<file path="config.mk">
export PLATFORM = sky130hd
export DESIGN_NAME = wb_core_router
export DESIGN_NICKNAME = d
export VERILOG_FILES = /design/src/rtl/wb_core_router.sv
export SDC_FILE = /design/constraint.sdc
export NUM_CORES = 1
export LEC_CHECK = 0
export CORE_AREA = 2 2 156 112
export DETAILED_ROUTE_END_ITERATION = 10
export DIE_AREA = 0 0 158 114
export HOLD_SLACK_MARGIN = 0.02
export PLACE_DENSITY = 0.84
export REMOVE_ABC_BUFFERS = 1
export SYNTH_ARGS = -nofsm -noshare
export SYNTH_HDL_FRONTEND = slang
export SYNTH_SLANG_ARGS = --single-unit
</file>
<file path="constraint.sdc">
create_clock -name clk -period 5.2 [get_ports clk]
set_clock_uncertainty 0.15 [all_clocks]
set_input_delay 1.04 -clock clk [delete_from_list [all_inputs] [get_ports clk]]
set_output_delay 1.04 -clock clk [all_outputs]
set_load 0.01 [all_outputs]
</file>
<file path="src/rtl/wb_core_router.sv">
// Routes a single-outstanding Wishbone master transaction to one of two slaves
// by address, with a bounded wait for the slave ack and a saturating timeout count.
module wb_core_router #(
    parameter int                    ADDR_WIDTH     = 32,
    parameter int                    DATA_WIDTH     = 32,
    parameter logic [ADDR_WIDTH-1:0] SPLIT_BASE     = 32'h0010_0000,
    parameter int                    TIMEOUT_CYCLES = 255,
    parameter logic [DATA_WIDTH-1:0] ERR_DATA       = 32'hDEAD_BEEF
) (
    input  logic                  clk,
    input  logic                  rst,
    input  logic                  m_cyc_i,
    input  logic                  m_stb_i,
    input  logic                  m_we_i,
    input  logic [ADDR_WIDTH-1:0] m_addr_i,
    input  logic [DATA_WIDTH-1:0] m_data_i,
    output logic [DATA_WIDTH-1:0] m_data_o,
    output logic                  m_ack_o,
    output logic                  s0_cyc_o,
    output logic                  s0_stb_o,
    output logic                  s0_we_o,
    output logic [ADDR_WIDTH-1:0] s0_addr_o,
    output logic [DATA_WIDTH-1:0] s0_data_o,
    input  logic [DATA_WIDTH-1:0] s0_data_i,
    input  logic                  s0_ack_i,
    output logic                  s1_cyc_o,
    output logic                  s1_stb_o,
    output logic                  s1_we_o,
    output logic [ADDR_WIDTH-1:0] s1_addr_o,
    output logic [DATA_WIDTH-1:0] s1_data_o,
    input  logic [DATA_WIDTH-1:0] s1_data_i,
    input  logic                  s1_ack_i,
    output logic                  timeout_o,
    output logic [7:0]            err_count_o
);

    typedef enum logic [1:0] {S_IDLE, S_WAIT, S_RESP} state_t;

    // Counter value on the last permitted WAIT cycle.
    localparam logic [15:0] TO_LAST = 16'(TIMEOUT_CYCLES - 1);

    state_t                r_state;
    logic                  r_sel;
    logic [15:0]           r_cnt;
    logic [DATA_WIDTH-1:0] r_m_data;
    logic                  r_m_ack;
    logic                  r_s0_cyc, r_s0_we;
    logic [ADDR_WIDTH-1:0] r_s0_addr;
    logic [DATA_WIDTH-1:0] r_s0_data;
    logic                  r_s1_cyc, r_s1_we;
    logic [ADDR_WIDTH-1:0] r_s1_addr;
    logic [DATA_WIDTH-1:0] r_s1_data;
    logic                  r_timeout;
    logic [7:0]            r_err_count;

    logic                  w_ack;
    logic [DATA_WIDTH-1:0] w_rdata;

    // Only the selected slave's ack and data are ever looked at.
    assign w_ack   = r_sel ? s1_ack_i : s0_ack_i;
    assign w_rdata = r_sel ? s1_data_i : s0_data_i;

    always_ff @(posedge clk) begin
        if (rst) begin
            r_state     <= S_IDLE;
            r_sel       <= 1'b0;
            r_cnt       <= '0;
            r_m_data    <= '0;
            r_m_ack     <= 1'b0;
            r_s0_cyc    <= 1'b0;
            r_s0_we     <= 1'b0;
            r_s0_addr   <= '0;
            r_s0_data   <= '0;
            r_s1_cyc    <= 1'b0;
            r_s1_we     <= 1'b0;
            r_s1_addr   <= '0;
            r_s1_data   <= '0;
            r_timeout   <= 1'b0;
            r_err_count <= '0;
        end else begin
            r_m_ack   <= 1'b0;
            r_timeout <= 1'b0;
            case (r_state)
                S_IDLE: begin
                    // The master still holds stb while it sees our ack; skip that cycle.
                    if (m_cyc_i && m_stb_i && !r_m_ack) begin
                        r_cnt <= '0;
                        if (m_addr_i >= SPLIT_BASE) begin
                            r_sel     <= 1'b1;
                            r_s1_cyc  <= 1'b1;
                            r_s1_we   <= m_we_i;
                            r_s1_addr <= m_addr_i - SPLIT_BASE;
                            r_s1_data <= m_data_i;
                        end else begin
                            r_sel     <= 1'b0;
                            r_s0_cyc  <= 1'b1;
                            r_s0_we   <= m_we_i;
                            r_s0_addr <= m_addr_i;
                            r_s0_data <= m_data_i;
                        end
                        r_state <= S_WAIT;
                    end
                end
                S_WAIT: begin
                    if (!m_cyc_i) begin
                        r_s0_cyc <= 1'b0;
                        r_s0_we  <= 1'b0;
                        r_s1_cyc <= 1'b0;
                        r_s1_we  <= 1'b0;
                        r_cnt    <= '0;
                        r_state  <= S_IDLE;
                    end else if (w_ack) begin
                        r_m_data <= w_rdata;
                        r_s0_cyc <= 1'b0;
                        r_s0_we  <= 1'b0;
                        r_s1_cyc <= 1'b0;
                        r_s1_we  <= 1'b0;
                        r_state  <= S_RESP;
                    end else if (r_cnt == TO_LAST) begin
                        r_m_data  <= ERR_DATA;
                        r_s0_cyc  <= 1'b0;
                        r_s0_we   <= 1'b0;
                        r_s1_cyc  <= 1'b0;
                        r_s1_we   <= 1'b0;
                        r_timeout <= 1'b1;
                        if (r_err_count != 8'hFF)
                            r_err_count <= r_err_count + 8'd1;
                        r_state <= S_RESP;
                    end else begin
                        r_cnt <= r_cnt + 16'd1;
                    end
                end
                S_RESP: begin
                    r_m_ack <= 1'b1;
                    r_cnt   <= '0;
                    r_state <= S_IDLE;
                end
                default: r_state <= S_IDLE;
            endcase
        end
    end

    assign m_data_o    = r_m_data;
    assign m_ack_o     = r_m_ack;
    assign s0_cyc_o    = r_s0_cyc;
    assign s0_stb_o    = r_s0_cyc;
    assign s0_we_o     = r_s0_we;
    assign s0_addr_o   = r_s0_addr;
    assign s0_data_o   = r_s0_data;
    assign s1_cyc_o    = r_s1_cyc;
    assign s1_stb_o    = r_s1_cyc;
    assign s1_we_o     = r_s1_we;
    assign s1_addr_o   = r_s1_addr;
    assign s1_data_o   = r_s1_data;
    assign timeout_o   = r_timeout;
    assign err_count_o = r_err_count;

endmodule

</file>
Word-level counts from Yosys, hierarchy flattened
Cells that the tools add are included.

word-level totals
  flip-flop bits (word level) = 193
  input port bits = 135
  output and inout bits = 176
  word-level logic and storage cells = 82

operators by class
  add/sub/neg operators = 3
  order comparisons = 1
  equality and inequality tests = 10
  multiplexer cells = 32
  bitwise operators = 4
  reduce and logical (&&, ||, !) cells = 17

operators by type and width
  cell                                                                     number
  32-bit 2-to-1 mux                                                        3
  16-bit 2-to-1 mux                                                        4
  16-bit one-hot mux with 3 select lines                                   1
  32-bit by 21-bit >= comparator with 1-bit output, second input constant  1
  32-bit by 21-bit subtractor with 32-bit output, second input constant    1
  16-bit by 1-bit adder with 16-bit output, second input constant          1
  16-bit by 8-bit equality test with 1-bit output, second input constant   1
  1-bit 2-to-1 mux                                                         15
  4-bit AND reduction                                                      3
  3-bit AND reduction                                                      3
  8-bit by 1-bit adder with 8-bit output, second input constant            1
  2-bit 2-to-1 mux                                                         4
  8-bit != test, second input constant                                     1
  1-bit one-hot mux with 2 select lines                                    4
  2-bit != test, second input constant                                     3
  3-bit != test, second input constant                                     2
  5-bit AND reduction                                                      1
  4-bit != test, second input constant                                     1
  1-bit NOT                                                                4
  2-bit one-hot mux with 2 select lines                                    1
  2-bit AND reduction                                                      2
  2-bit nonzero test                                                       2
  4-bit OR reduction                                                       1
  3-bit nonzero test                                                       1
  other kinds (5)                                                          6

Logic depth before layout (Yosys ltp)
  depth in word-level cells = 5
  depth in mapped cells = 10
  depth with buffers taken out = 7

Worst setup path after synthesis
No wires, ideal clock.

  path type = input port to flip-flop
  from = in m_addr_i[20]
  to = reg r_s1_addr[10], in the netlist s1_addr_o[10]
  setup time = 0.128 ns
  data arrival time = 2.763 ns
  required time = 4.922 ns
  path slack = 2.159 ns
  cell stages on the path = 10
  buffers on the path = 3
  path through = inv_1 > ha_1 > nor2b_1 > and4b_1 > clkbuf_1 > o22ai_1 > buf_2 > buf_2 > mux2i_1 > nor2_1

between the ends
  word-level cells in the longest chain between the ends = 2

ends and longest elaborated chain
  element                                           line  source
  start: declaration                                15    input logic [ADDR_WIDTH-1:0] m_addr_i,
  32-bit by 21-bit >= comparator with 1-bit output  88    if (m_addr_i >= SPLIT_BASE) begin
  3-bit AND reduction (no line)                     n/a
  end signal: assignment                            92    r_s1_addr <= m_addr_i - SPLIT_BASE;
  end: declaration                                  51    logic [ADDR_WIDTH-1:0] r_s1_addr;

Every way passes these cells.
A chain may end at the register's enable or synchronous reset.

Worst setup path in the final report
  from = in m_addr_i[20]
  to = reg r_s1_addr[19], in the netlist s1_addr_o[19]

The elaborated chain is that of the path after synthesis.

==> summary.txt <==
Worst Path Required = 5.35 ns
CP max stage cell = o22ai_4
Final Hold Fails = 0
Die width = 158 microns
Synthesized flop and latch total = 193
Clock tree buffer depth = 2
Lkg Pwr = 3.945 nW
Critical path startpoint category = primary input
Reg clk slew, reported paths = 0.08 ns
CTS Root Cell = clkbuf_16
DIE AREA = 18,010 sq um
Pint = 2.383 mW
Combinational power share = 11.3%
Port buffer count = 310
Slew margin rel. = 29.90%
Net count, final = 1,266
Final instance area = 11,510 sq um
H-tree Lvls = 4
RSZ-0062 raised after global routing = false
# diodes = 0
Detailed Routing Iterations Pass 1 = 7
DRC = 0
Switch share = 26.29%
CTS resizes = 0
Grt ovf = 0
CTS Buf Count = 17
Final setup margin = 1.608 ns
Yosys warns = 0
WHS = 0.3032 ns
Run status = finished, final reports clean
Setup TNS = 0 ns
Ports = 311
Starting Density = 45.65%
Syn Std Cell Area = 7631 sq um
Clk pwr share = 41.0%
Post-detail-place hpwl = 16.61 mm
First-pass GRT wire length = 35.30 mm
Asr flop ratio synth = 0%
Number of global-route vias before repair = 6,765
Worst hold path type = flip-flop to flip-flop
Layout Cells excl Fill = 1,370
Final ANT Viol Nets = 0
FP Rows = 40
Post-synthesis sequential area ratio = 50.63%
Switch Pwr = 849.9 uW
Initial antenna violation count = 0
Layout cells sized above 1 = 5.356%
Average cell area after synthesis = 9.031 sq um
Placement Setup Slack = 1.173 ns
Clock sink count = 193
Die height = 114 microns
Fin crit share = 69.09%
Hold bufs inserted after CTS = 0
Crit path DAT = 3.75 ns
Total power draw = 3.233 mW
Least-Margin Pin Slew = 1.052 ns
P per Cell Area = 280.9 nW/um^2
Minimum clock period = 3.592 ns
Initial DRC count = 434
Synthesis-to-finish area growth = 50.80%
Largest net degree at the start of global routing = 117
Final Util = 68.84%
Max Fanout on Critical Path = 15
Via count = 7,064
Final RePlAce weighted congestion = 0.8123
EDFF count, synth = 0
CP delay by family, top = buffers and inverters
Slowest stage delay, CP = 0.66 ns
Final Setup Violations = 0
Slew Limit Fails = 0
Part of the power in registers = 47.7%
Mapped Cells = 845
Post-Place Cells = 1,338
Max_cap viols = 0
Worst Path Buf+Inv = 2
Core region area = 16,720 sq um
VDD IR-drop max = 0.0002734 V
Later-pin clock latency in the skew report = 0.43 ns
Vias/cell = 5.156
Setup Buffers After CTS = 0
Total wire length = 22.92 mm
Area post-placement = 10,900 sq um
Crit Path Class = primary input to flip-flop
Synth cell types = 45
Max Freq = 0.2784 GHz
CP cell instances = clkdlybuf4s50_1, ha_1, nor3b_1, nand4_1, o22ai_4, buf_4, mux2i_1, nor2_1
Worst Setup End Kind = flip-flop
Tot GR Track Use = 25.08%
CTS tree = done
Synth Flop Type = dfxtp_1
Avg WL per Cell = 16.73 microns
## path summary, 6_finish.rpt
kind / start / end / slack (ns) / cells after the start
worst max-delay path: m_addr_i[20] / s1_addr_o[19] / 1.61 / 8
worst min-delay path: s0_addr_o[2] / s0_addr_o[2] / 0.30 / 2
worst max register to register: r_sel / err_count_o[7] / 2.08 / 5
worst min register to register: s0_addr_o[2] / s0_addr_o[2] / 0.30 / 2
## state kept, by name, indices dropped and copies added (netlist names), 2 cells and up
name         flops
r_cnt           16
s1_data_o       32
s1_addr_o       32
err_count_o      8
m_data_o        32
r_state          2
s0_addr_o       32
s0_data_o       32
## power groups by stage
stage | clock [mW] | combinational, mW | sequential, mW
floorplan | 0 | 0.123 | 1.59
global placement | 0 | 0.362 | 1.58
detailed placement | 0 | 0.366 | 1.58
CTS | 1.35 | 0.368 | 1.54
global route | 1.41 | 0.394 | 1.55
finish | 1.32 | 0.366 | 1.54
## layout by cell type, fill, tap and decap left out, types with 5 or more instances in the layout
| master | count |
|---|---|
| mux2i_1 | 81 |
| nor3_1 | 12 |
| nor4_1 | 8 |
| nor2_1 | 109 |
| nand3_1 | 8 |
| clkdlybuf4s50_1 | 309 |
| mux2_2 | 9 |
| dfxtp_1 | 192 |
| o21ai_0 | 16 |
| clkinv_8 | 5 |
| a22oi_1 | 8 |
| clkbuf_16 | 17 |
| nand2_1 | 127 |
| and2_1 | 12 |
| or3_1 | 13 |
| buf_4 | 8 |
| inv_8 | 5 |
| a21oi_1 | 72 |
| ha_1 | 5 |
| nand4_1 | 10 |
| xor2_1 | 7 |
| xnor2_1 | 7 |
| a211oi_1 | 38 |
| inv_1 | 8 |
## Yosys cell counts (5+ instances only)
library cell | count | share of area, %
or3_1 | 13 | 1.1
buf_2 | 16 | 1.0
xnor2_1 | 7 | 0.80
mux2i_1 | 81 | 11
mux2_2 | 9 | 1.3
nor3_1 | 12 | 0.79
and2_1 | 12 | 0.98
nand3_1 | 8 | 0.52
a21oi_1 | 73 | 4.8
dfxtp_1 | 193 | 51
nor2_1 | 110 | 5.4
nand2_1 | 127 | 6.2
inv_1 | 8 | 0.39
clkbuf_1 | 39 | 1.9
nor4_1 | 8 | 0.66
a22oi_1 | 8 | 0.79
o21ai_0 | 16 | 1.0
nand4_1 | 10 | 0.82
a211oi_1 | 38 | 3.7
xor2_1 | 7 | 0.80
ha_1 | 5 | 0.82
## cells by family (layout without fill, tap and decap cells)
logic type,Yosys count,count (layout),synth area share (%)
AND/OR/NAND/NOR,326,326,19.17
flip-flops,193,193,50.63
AO/OA/AOI/OAI,150,150,11.92
multiplexers,91,91,12.15
buffers and inverters,66,360,3.706
XOR/XNOR,14,14,1.607
adder cells (fa/ha/maj),5,5,0.8198
## layout make-up
class | count | area [sq um]
clock buffers | 17 | 425.4
clock inverters | 15 | 180.2
fillers | 1373 | 5209
inverters | 8 | 30.03
multi-input cells | 586 | 3505
flip-flops and latches | 193 | 3865
well taps | 231 | 289.0
repair buffers | 320 | 3213
## worst min-delay path, stage by stage (launching register included)
cell and delay, ns:
dfxtp_1 0.31, nand2_1 0.05, a21oi_1 0.05
## routing by layer
metal,up-vias,GRT usage (%),wire (microns)
met5,-,0,0
met4,0,7.568,434
met3,31,9.764,2122
met2,258,40.78,10590
met1,3283,30.90,9780
li1,3492,-,-
Note: power is estimated with default switching activity, not from simulation.
